<file path="config.mk">
export PLATFORM = sky130hd
export DESIGN_NAME = bp_fe_btb_wr_sched
export DESIGN_NICKNAME = d
export VERILOG_FILES = /design/src/rtl/bp_fe_btb_wr_sched_pkg.sv /design/src/rtl/bp_fe_btb_wr_sched_arb.sv /design/src/rtl/bp_fe_btb_wr_sched.sv
export SDC_FILE = /design/constraint.sdc
export NUM_CORES = 1
export LEC_CHECK = 0
export ABC_AREA = 0
export ABC_CLOCK_PERIOD_IN_PS = 3800
export BUFFER_PORTS_ARGS = -buffer_cell sky130_fd_sc_hd__buf_2
export CORE_MARGIN = 2
export CORE_UTILIZATION = 35
export CTS_CLUSTER_SIZE = 40
export DETAILED_ROUTE_END_ITERATION = 10
export PLACE_DENSITY = 0.57
export SYNTH_ARGS = -nofsm -noshare
export SYNTH_HDL_FRONTEND = slang
export SYNTH_HIERARCHICAL = 1
export SYNTH_SLANG_ARGS = --single-unit
</file>
<file path="constraint.sdc">
create_clock -name clk_i -period 3.8 [get_ports clk_i]
set_input_delay 0.57 -clock clk_i [delete_from_list [all_inputs] [get_ports clk_i]]
set_output_delay 0.57 -clock clk_i [all_outputs]
set_load 0.01 [all_outputs]
</file>
<file path="src/rtl/bp_fe_btb_wr_sched_pkg.sv">
// Shared types for the FE BTB write scheduler: sequencer state and the write request layout.
`define BP_FE_BTB_WR_REQ_DECLARE(vaddr_w, tag_w, idx_w) \
  typedef struct packed { \
    logic clr; \
    logic jmp; \
    logic [tag_w-1:0] tag; \
    logic [idx_w-1:0] idx; \
    logic [vaddr_w-1:0] tgt; \
  } bp_fe_btb_wr_req_s

package bp_fe_btb_wr_sched_pkg;

  typedef enum logic [0:0] {
    e_run   = 1'b0,
    e_flush = 1'b1
  } bp_fe_btb_sched_state_e;

endpackage

</file>
<file path="src/rtl/bp_fe_btb_wr_sched_arb.sv">
// Fixed-priority 2:1 select of FIFO heads onto the BTB write port; the loser holds its head.
module bp_fe_btb_wr_sched_arb #(
  parameter int width_p = 1
) (
  input  logic               en_i,
  input  logic               hi_v_i,
  input  logic [width_p-1:0] hi_data_i,
  input  logic               lo_v_i,
  input  logic [width_p-1:0] lo_data_i,
  output logic               v_o,
  output logic [width_p-1:0] data_o,
  output logic               hi_deq_o,
  output logic               lo_deq_o
);

  always_comb begin
    hi_deq_o = en_i & hi_v_i;
    lo_deq_o = en_i & ~hi_v_i & lo_v_i;
    v_o      = hi_deq_o | lo_deq_o;
    data_o   = '0;
    if (hi_deq_o) begin
      data_o = hi_data_i;
    end else if (lo_deq_o) begin
      data_o = lo_data_i;
    end
  end

endmodule

</file>
<file path="src/rtl/bp_fe_btb_wr_sched.sv">
// BTB write scheduler: buffers redirect / FE-correction updates, issues one write per cycle,
// sequences full-table clear sweeps and flags reads that race a same-index write.
module bp_fe_btb_wr_sched
  import bp_fe_btb_wr_sched_pkg::*;
#(
  parameter int vaddr_width_p   = 39,
  parameter int btb_tag_width_p = 10,
  parameter int btb_idx_width_p = 6,
  parameter int fifo_els_p      = 2
) (
  input  logic                       clk_i,
  input  logic                       reset_i,
  input  logic                       rd_v_i,
  output logic                       rd_ready_o,
  input  logic                       rd_clr_i,
  input  logic                       rd_jmp_i,
  input  logic [btb_tag_width_p-1:0] rd_tag_i,
  input  logic [btb_idx_width_p-1:0] rd_idx_i,
  input  logic [vaddr_width_p-1:0]   rd_tgt_i,
  input  logic                       fe_v_i,
  output logic                       fe_ready_o,
  input  logic                       fe_clr_i,
  input  logic                       fe_jmp_i,
  input  logic [btb_tag_width_p-1:0] fe_tag_i,
  input  logic [btb_idx_width_p-1:0] fe_idx_i,
  input  logic [vaddr_width_p-1:0]   fe_tgt_i,
  input  logic                       flush_v_i,
  output logic                       flush_ready_o,
  output logic                       flush_done_o,
  input  logic                       r_v_i,
  input  logic [btb_idx_width_p-1:0] r_idx_i,
  output logic                       r_v_o,
  output logic                       r_kill_o,
  output logic                       w_v_o,
  output logic                       w_clr_o,
  output logic                       w_jmp_o,
  output logic [btb_tag_width_p-1:0] w_tag_o,
  output logic [btb_idx_width_p-1:0] w_idx_o,
  output logic [vaddr_width_p-1:0]   w_tgt_o,
  output logic                       busy_o,
  output bp_fe_btb_sched_state_e     state_o
);

  `BP_FE_BTB_WR_REQ_DECLARE(vaddr_width_p, btb_tag_width_p, btb_idx_width_p);

  localparam int req_width_lp = $bits(bp_fe_btb_wr_req_s);
  localparam int ptr_width_lp = (fifo_els_p > 1) ? $clog2(fifo_els_p) : 1;
  localparam int cnt_width_lp = $clog2(fifo_els_p + 1);
  localparam logic [btb_idx_width_p:0] sweep_last_lp = (btb_idx_width_p+1)'((1 << btb_idx_width_p) - 1);

  // Handshakes (both update sources and flush): a transfer happens in any cycle where
  // valid and ready are both high at the clock edge; ready never depends on the same-cycle valid
  // of that source, only on flush_v_i, which takes precedence over updates.

  bp_fe_btb_sched_state_e state_q, state_n;
  logic is_run, is_flush, flush_hs;
  logic [btb_idx_width_p:0] sweep_q;
  logic sweep_last;

  logic [1:0] enq_v, deq, empty, full;
  bp_fe_btb_wr_req_s [1:0] enq_req, head_req;
  logic arb_v;
  logic [req_width_lp-1:0] arb_data;
  bp_fe_btb_wr_req_s w_req;

  assign is_run     = (state_q == e_run);
  assign is_flush   = (state_q == e_flush);
  assign flush_hs   = flush_v_i & is_run;
  assign sweep_last = (sweep_q == sweep_last_lp);
  assign state_o    = state_q;

  assign enq_req[0] = '{clr: rd_clr_i, jmp: rd_jmp_i, tag: rd_tag_i, idx: rd_idx_i, tgt: rd_tgt_i};
  assign enq_req[1] = '{clr: fe_clr_i, jmp: fe_jmp_i, tag: fe_tag_i, idx: fe_idx_i, tgt: fe_tgt_i};

  assign rd_ready_o = is_run & ~flush_v_i & ~full[0];
  assign fe_ready_o = is_run & ~flush_v_i & ~full[1];
  assign enq_v[0]   = rd_v_i & rd_ready_o;
  assign enq_v[1]   = fe_v_i & fe_ready_o;

  // Per-source FIFOs; a flush handshake purges both because their contents are stale.
  for (genvar s = 0; s < 2; s++) begin : g_fifo
    bp_fe_btb_wr_req_s mem_q [fifo_els_p];
    logic [ptr_width_lp-1:0] rptr_q, wptr_q;
    logic [cnt_width_lp-1:0] cnt_q;

    always_ff @(posedge clk_i) begin
      if (enq_v[s]) begin
        mem_q[wptr_q] <= enq_req[s];
      end
    end

    always_ff @(posedge clk_i) begin
      if (reset_i | flush_hs) begin
        rptr_q <= '0;
        wptr_q <= '0;
        cnt_q  <= '0;
      end else begin
        if (enq_v[s]) begin
          wptr_q <= (wptr_q == ptr_width_lp'(fifo_els_p - 1)) ? '0 : wptr_q + 1'b1;
        end
        if (deq[s]) begin
          rptr_q <= (rptr_q == ptr_width_lp'(fifo_els_p - 1)) ? '0 : rptr_q + 1'b1;
        end
        cnt_q <= cnt_q + cnt_width_lp'(enq_v[s]) - cnt_width_lp'(deq[s]);
      end
    end

    assign empty[s]    = (cnt_q == '0);
    assign full[s]     = (cnt_q == cnt_width_lp'(fifo_els_p));
    assign head_req[s] = mem_q[rptr_q];
  end

  bp_fe_btb_wr_sched_arb #(.width_p(req_width_lp)) arb (
    .en_i      (is_run & ~flush_v_i),
    .hi_v_i    (~empty[0]),
    .hi_data_i (head_req[0]),
    .lo_v_i    (~empty[1]),
    .lo_data_i (head_req[1]),
    .v_o       (arb_v),
    .data_o    (arb_data),
    .hi_deq_o  (deq[0]),
    .lo_deq_o  (deq[1])
  );

  always_ff @(posedge clk_i) begin
    if (reset_i) begin
      state_q <= e_run;
    end else begin
      state_q <= state_n;
    end
  end

  always_comb begin
    state_n = state_q;
    unique case (state_q)
      e_run:   if (flush_hs)   state_n = e_flush;
      e_flush: if (sweep_last) state_n = e_run;
      default: state_n = e_run;
    endcase
  end

  always_comb begin
    w_v_o         = 1'b0;
    w_req         = '0;
    flush_done_o  = 1'b0;
    flush_ready_o = 1'b0;
    unique case (state_q)
      e_run: begin
        flush_ready_o = 1'b1;
        w_v_o         = arb_v;
        w_req         = bp_fe_btb_wr_req_s'(arb_data);
      end
      e_flush: begin
        w_v_o        = 1'b1;
        w_req.clr    = 1'b1;
        w_req.idx    = sweep_q[btb_idx_width_p-1:0];
        flush_done_o = sweep_last;
      end
      default: ;
    endcase
  end

  assign w_clr_o = w_req.clr;
  assign w_jmp_o = w_req.jmp;
  assign w_tag_o = w_req.tag;
  assign w_idx_o = w_req.idx;
  assign w_tgt_o = w_req.tgt;

  // Sweep index restarts on every flush handshake and stops advancing at the last entry.
  always_ff @(posedge clk_i) begin
    if (reset_i | flush_hs) begin
      sweep_q <= '0;
    end else if (is_flush & ~sweep_last) begin
      sweep_q <= sweep_q + 1'b1;
    end
  end

  assign r_v_o = r_v_i & ~is_flush;

  always_ff @(posedge clk_i) begin
    if (reset_i) begin
      r_kill_o <= 1'b0;
    end else begin
      r_kill_o <= r_v_i & (is_flush | (w_v_o & (w_idx_o == r_idx_i)));
    end
  end

  assign busy_o = is_flush | ~empty[0] | ~empty[1];

endmodule

</file>
# Word-level counts from Yosys, hierarchy flattened
# Memory sizes are Yosys's and may differ from the RTL's. A register that Yosys moved wholly into a read port is not among the register bits.
# Index checks and enable logic that the tools add are counted.
# word_totals
memories	2
word_cells	75
regBits	17
in_bits	126
ram_bits	228
# mem_list
memory	words	word_bits	rd	rd_ports_with_merged_regs	write_ports	line_no	source
g_fifo[0].mem_q	2	57	1	1	1	bp_fe_btb_wr_sched.sv:82	bp_fe_btb_wr_req_s mem_q [fifo_els_p];
g_fifo[1].mem_q	2	57	1	1	1	bp_fe_btb_wr_sched.sv:82	
# op_classes
n_reduce_logical	2
addsub	9
eq_ne	4
bitwise_logic	25
mux	24
# op_table
op	n
two-way mux 57 bit	2
two-way mux 39 bit	1
two-way mux 1 bit	16
bitwise AND 1 bit	13
one-hot mux 6 bit (2 select lines)	1
two-way mux 11 bit	1
adder 7 x 1 -> 7 bit (second input constant)	1
== test 7 x 6 -> 1 bit (second input constant)	1
NOT 1 bit	7
== test 6 bit	1
one-hot mux 1 bit (2 select lines)	3
bitwise OR 1 bit	5
adder 1 bit (second input constant)	4
adder 2 x 1 -> 2 bit	2
== test 2 bit (second input constant)	2
zero test 2 bit	2
subtractor 2 x 1 -> 2 bit	2

# Logic depth before layout (Yosys ltp)
# logic_depth
depth_word	11
depth_mapped	12

# Cells and area by module
# The synthesis kept the hierarchy.
# by_module_without_submodules
module	instances	seq_area_each_um2	cells_each	area_per_inst_um2
bp_fe_btb_wr_sched	1	7226.9	529	9559.2
bp_fe_btb_wr_sched_arb	1	0.0	81	716.9

# Least setup slack after synthesis
# OpenSTA, ideal clock, no wires.
# synth_path
path_kind	input to register
from	input port flush_v_i
to	memory g_fifo[0].mem_q[0][0] (netlist bit) (enable)
stages	3
arrival_time_ns	3.456
n_path_buf	0
slack_ns	-0.128
path_cell_list	nor2_1 > nand3_1 > nor2_1
# synth_between
elab_chain_cells	6
# synth_rtl
item	line_no	source
start: declaration	bp_fe_btb_wr_sched.sv:27	input logic flush_v_i,
NOT 1 bit	bp_fe_btb_wr_sched.sv:75	assign rd_ready_o = is_run & ~flush_v_i & ~full[0];
bitwise AND 1 bit (2 in a row)	bp_fe_btb_wr_sched.sv:75	
bitwise AND 1 bit	bp_fe_btb_wr_sched.sv:77	assign enq_v[0] = rd_v_i & rd_ready_o;
two-way mux 1 bit	bp_fe_btb_wr_sched.sv:87	if (enq_v[s]) begin
two-way mux 1 bit (implied by the code)	bp_fe_btb_wr_sched.sv:88	mem_q[wptr_q] <= enq_req[s];
end: declaration	bp_fe_btb_wr_sched.sv:82	
# Every way passes these cells.

# Final worst setup path
# layout_path
from	register g_fifo[1].cnt_q[1]
to	output port w_tgt_o[25]
# layout_between
elab_chain_cells	6
# layout_rtl
item	line_no	source
start: declaration	bp_fe_btb_wr_sched.sv:84	logic [cnt_width_lp-1:0] cnt_q;
start signal: assignment	bp_fe_btb_wr_sched.sv:104	cnt_q <= cnt_q + cnt_width_lp'(enq_v[s]) - cnt_width_lp'(deq[s]);
zero test 2 bit	bp_fe_btb_wr_sched.sv:108	assign empty[s] = (cnt_q == '0);
NOT 1 bit	bp_fe_btb_wr_sched.sv:117	.lo_v_i (~empty[1]),
bitwise AND 1 bit	bp_fe_btb_wr_sched_arb.sv:18	lo_deq_o = en_i & ~hi_v_i & lo_v_i;
two-way mux 57 bit	bp_fe_btb_wr_sched_arb.sv:23	end else if (lo_deq_o) begin
two-way mux 57 bit	bp_fe_btb_wr_sched_arb.sv:21	if (hi_deq_o) begin
via arb_data[25]	bp_fe_btb_wr_sched.sv:63	logic [req_width_lp-1:0] arb_data;
two-way mux 39 bit	bp_fe_btb_wr_sched.sv:147	unique case (state_q)
end: declaration	bp_fe_btb_wr_sched.sv:39	output logic [vaddr_width_p-1:0] w_tgt_o,
# The timed path passes the listed nets, and every way through them passes these cells.

==> impl_metrics.ini <==
[power_and_ir_drop]
p_leak_uw = 0.004574
peakVddDrop_mv = 0.2827
power_uw = 5877
p_per_area_nw_per_um2 = 467.6

[logic_synthesis]
synth_area_leaders = edfxtp_1, mux2_2, a32o_1
synthArstFlopShare = 0
synthCells = 610
yosysSeqAreaShare = 0.7033
synth_enable_flop_cells = 228
synth_area_um2 = 10280
synth_cell_types = 36
synth_seq_cells = 247
synth-main-ff-cell = edfxtp_1
syn_area_per_cell_um2 = 16.85
synth_top_area_frac = 0.6663
synth_nets = 741
synth_warnings = 6
synth_top_area_cell = edfxtp_1

[cells_and_area]
layout-drive-gt1-share = 0.4582
layout.cells.non_filler = 1209
synthToLayoutAreaGrowth_pct = 22.29
fillCellCount = 2628
nets = 939
antennaDiodeCount = 0

[cts]
cts.clk_slew.worst_paths_ns = 0.06
clockBufferDepth = 3
cts_sinks = 247
cts_root_buf = clkbuf_16
cts_setup_buffers = 0
htreeDepth = 1
cts_hold_buf = 0
cts_tree = done
clk_latency_ns = 0.53
numCtsBuffers = 27
cts_resized = 0

[global_routing]
antenna_found_initial = 0
grt_start_max_net_pins = 69
globalRouteTotalUtil = 0.1499
grt_pass1_vias = 6180
grt.overflow.total = 0
grt_pass1_wl_um = 35290

[drt]
route.detailed.drc = 0
ant_nets = 0
drt_wl_total_um = 23460
viasPerCell = 4.878
vias = 5898
first_pass_iters = 4
drtIter0Drc = 300
wl_per_cell_um = 19.41

[floorplanning]
die_h_um = 175.4
pin_count = 192
die_x_um = 175.4
die_area_um2 = 30750
coreArea_um2 = 28780
start_util = 0.3571
fp-row-count = 62

[timing]
setup_violations = 0
fin_crit_ns = 3.167
max_freq_mhz = 315.8
finalWorstSetupSlack_ns = 0.6331
rsz0062_at_grt = false
worst_pin_slew_ns = 0.9952
finalHoldViolations = 0
fin_crit_sh = 0.8334
drv_slew = 0
relSlewSlack = 0.3365
fin_worst_skew_ns = 0.01056

[setup_path]
path_cells = or2_2 -> buf_4 -> a32o_1 -> nor2b_1 -> buf_2
worst-setup-path-type = flip-flop to primary output
cp.arrival_ns = 2.60
worstSetupEndpointType = primary output
startpoint_type = flip-flop
path_buf_inv = 2
crit_fanout = 42
crit_required_ns = 3.23
max_stage_delay_ns = 0.79
critPathSlowestCell = or2_2
cp_top_family = simple AND/OR/NAND/NOR gates

[placed_design]
pre_cts_ws_ns = 0.8695
gp_congestion = 0.7423
io_buffers = 191
dp_cells = 1163
dp_hpwl_um = 15160

[flow_run]
drv_cap = 0

[min_path]
hp-class = input pin to flip-flop

[run_status]
status = finished clean
## layer usage
layer / vias to the layer above / global-route usage / part of all wire
li1: 2778 / - / -
met1: 2927 / 0.1962 / 0.45
met2: 164 / 0.2592 / 0.48
met3: 29 / 0.02511 / 0.046
met4: 0 / 0.03750 / 0.022
met5: - / 0 / 0
## cells in the final DEF (no fill, tap or decap), types with 5 or more instances in the layout
cell type / count
nor2_1: 17
mux2_2: 119
buf_2: 191
xnor2_1: 7
edfxtp_1: 228
buf_4: 11
dfxtp_1: 16
clkinv_1: 5
ha_1: 5
and2_1: 5
inv_1: 12
buf_12: 8
xor2_1: 11
a32o_1: 57
clkbuf_1: 7
clkbuf_16: 27
nor2b_1: 52
## Yosys cell counts (2+ instances only)
master	instances
a32o_1	57
and2_1	6
buf_2	18
buf_6	4
clkbuf_1	17
dfxtp_1	19
edfxtp_1	228
ha_1	5
inv_1	12
mux2_2	119
nand2_1	3
nand2b_1	3
nand3_1	2
nor2_1	21
nor2b_1	52
nor3_1	3
o2111ai_1	2
or2_2	4
or3_1	2
xnor2_1	7
xor2_1	11
## report_power, final
group | switching (µW) | internal, µW
clock network | 992 | 1360
logic | 258 | 191
registers | 19.5 | 3050
## worst paths after layout
check	start	to	slack [ns]	depth (start not counted)
min	fe_tgt_i[0]	g_fifo[1].mem_q[1][0]$_DFFE_PP_	0.23	1
max	g_fifo[1].cnt_q[1]$_SDFF_PP0_	w_tgt_o[25]	0.63	5
min reg2reg	g_fifo[0].rptr_q$_SDFFE_PP0P_	flip-flop	0.52	2
max reg2reg	state_o$_SDFF_PP0_	g_fifo[0].cnt_q[1]$_SDFF_PP0_	1.29	9
## metrics by stage
step,hold WS (ns),setup TNS (ns),instance area [µm²],utilization
after floorplan,0.4679,-29.19,10280,-
after global placement,0.4963,0,11780,0.4093
after detailed placement,0.5016,0,11780,0.4093
after CTS,0.2072,0,12570,0.4367
after global routing,0.2135,0,12570,0.4367
final,0.2278,0,12570,0.4367
## logic make-up (layout without fill, tap and decap cells)
logic type / after synthesis / count (layout) / synth area share
flip-flops: 247 / 247 / 0.7033
multiplexers: 121 / 121 / 0.1327
AND/OR/NAND/NOR: 100 / 100 / 0.05589
AO/OA/AOI/OAI: 66 / 66 / 0.06173
buffers and inverters: 53 / 268 / 0.02496
XOR/XNOR: 18 / 18 / 0.01534
adder cells (fa/ha/maj): 5 / 5 / 0.006088
## flip-flops by register name, summed over array words and instances (netlist names), named ones only
signal and count:
g_fifo.cnt_q 4, state_o 1, g_fifo.rptr_q 2, sweep_q 7
g_fifo.wptr_q 2, g_fifo.mem_q 228, r_kill_o 1
## layout make-up
class | count | area, µm² | share of cell area
Clock buffer | 34 | 701.9 | 0.05585
Tap cell | 384 | 480.5 | 0.03823
Multi-Input combinational cell | 310 | 2824 | 0.2247
Timing Repair Buffer | 210 | 1199 | 0.09538
Inverter | 12 | 45.04 | 0.003584
Clock inverter | 12 | 86.33 | 0.006870
Sequential cell | 247 | 7231 | 0.5754
Note: power is estimated with default switching activity, not from simulation.
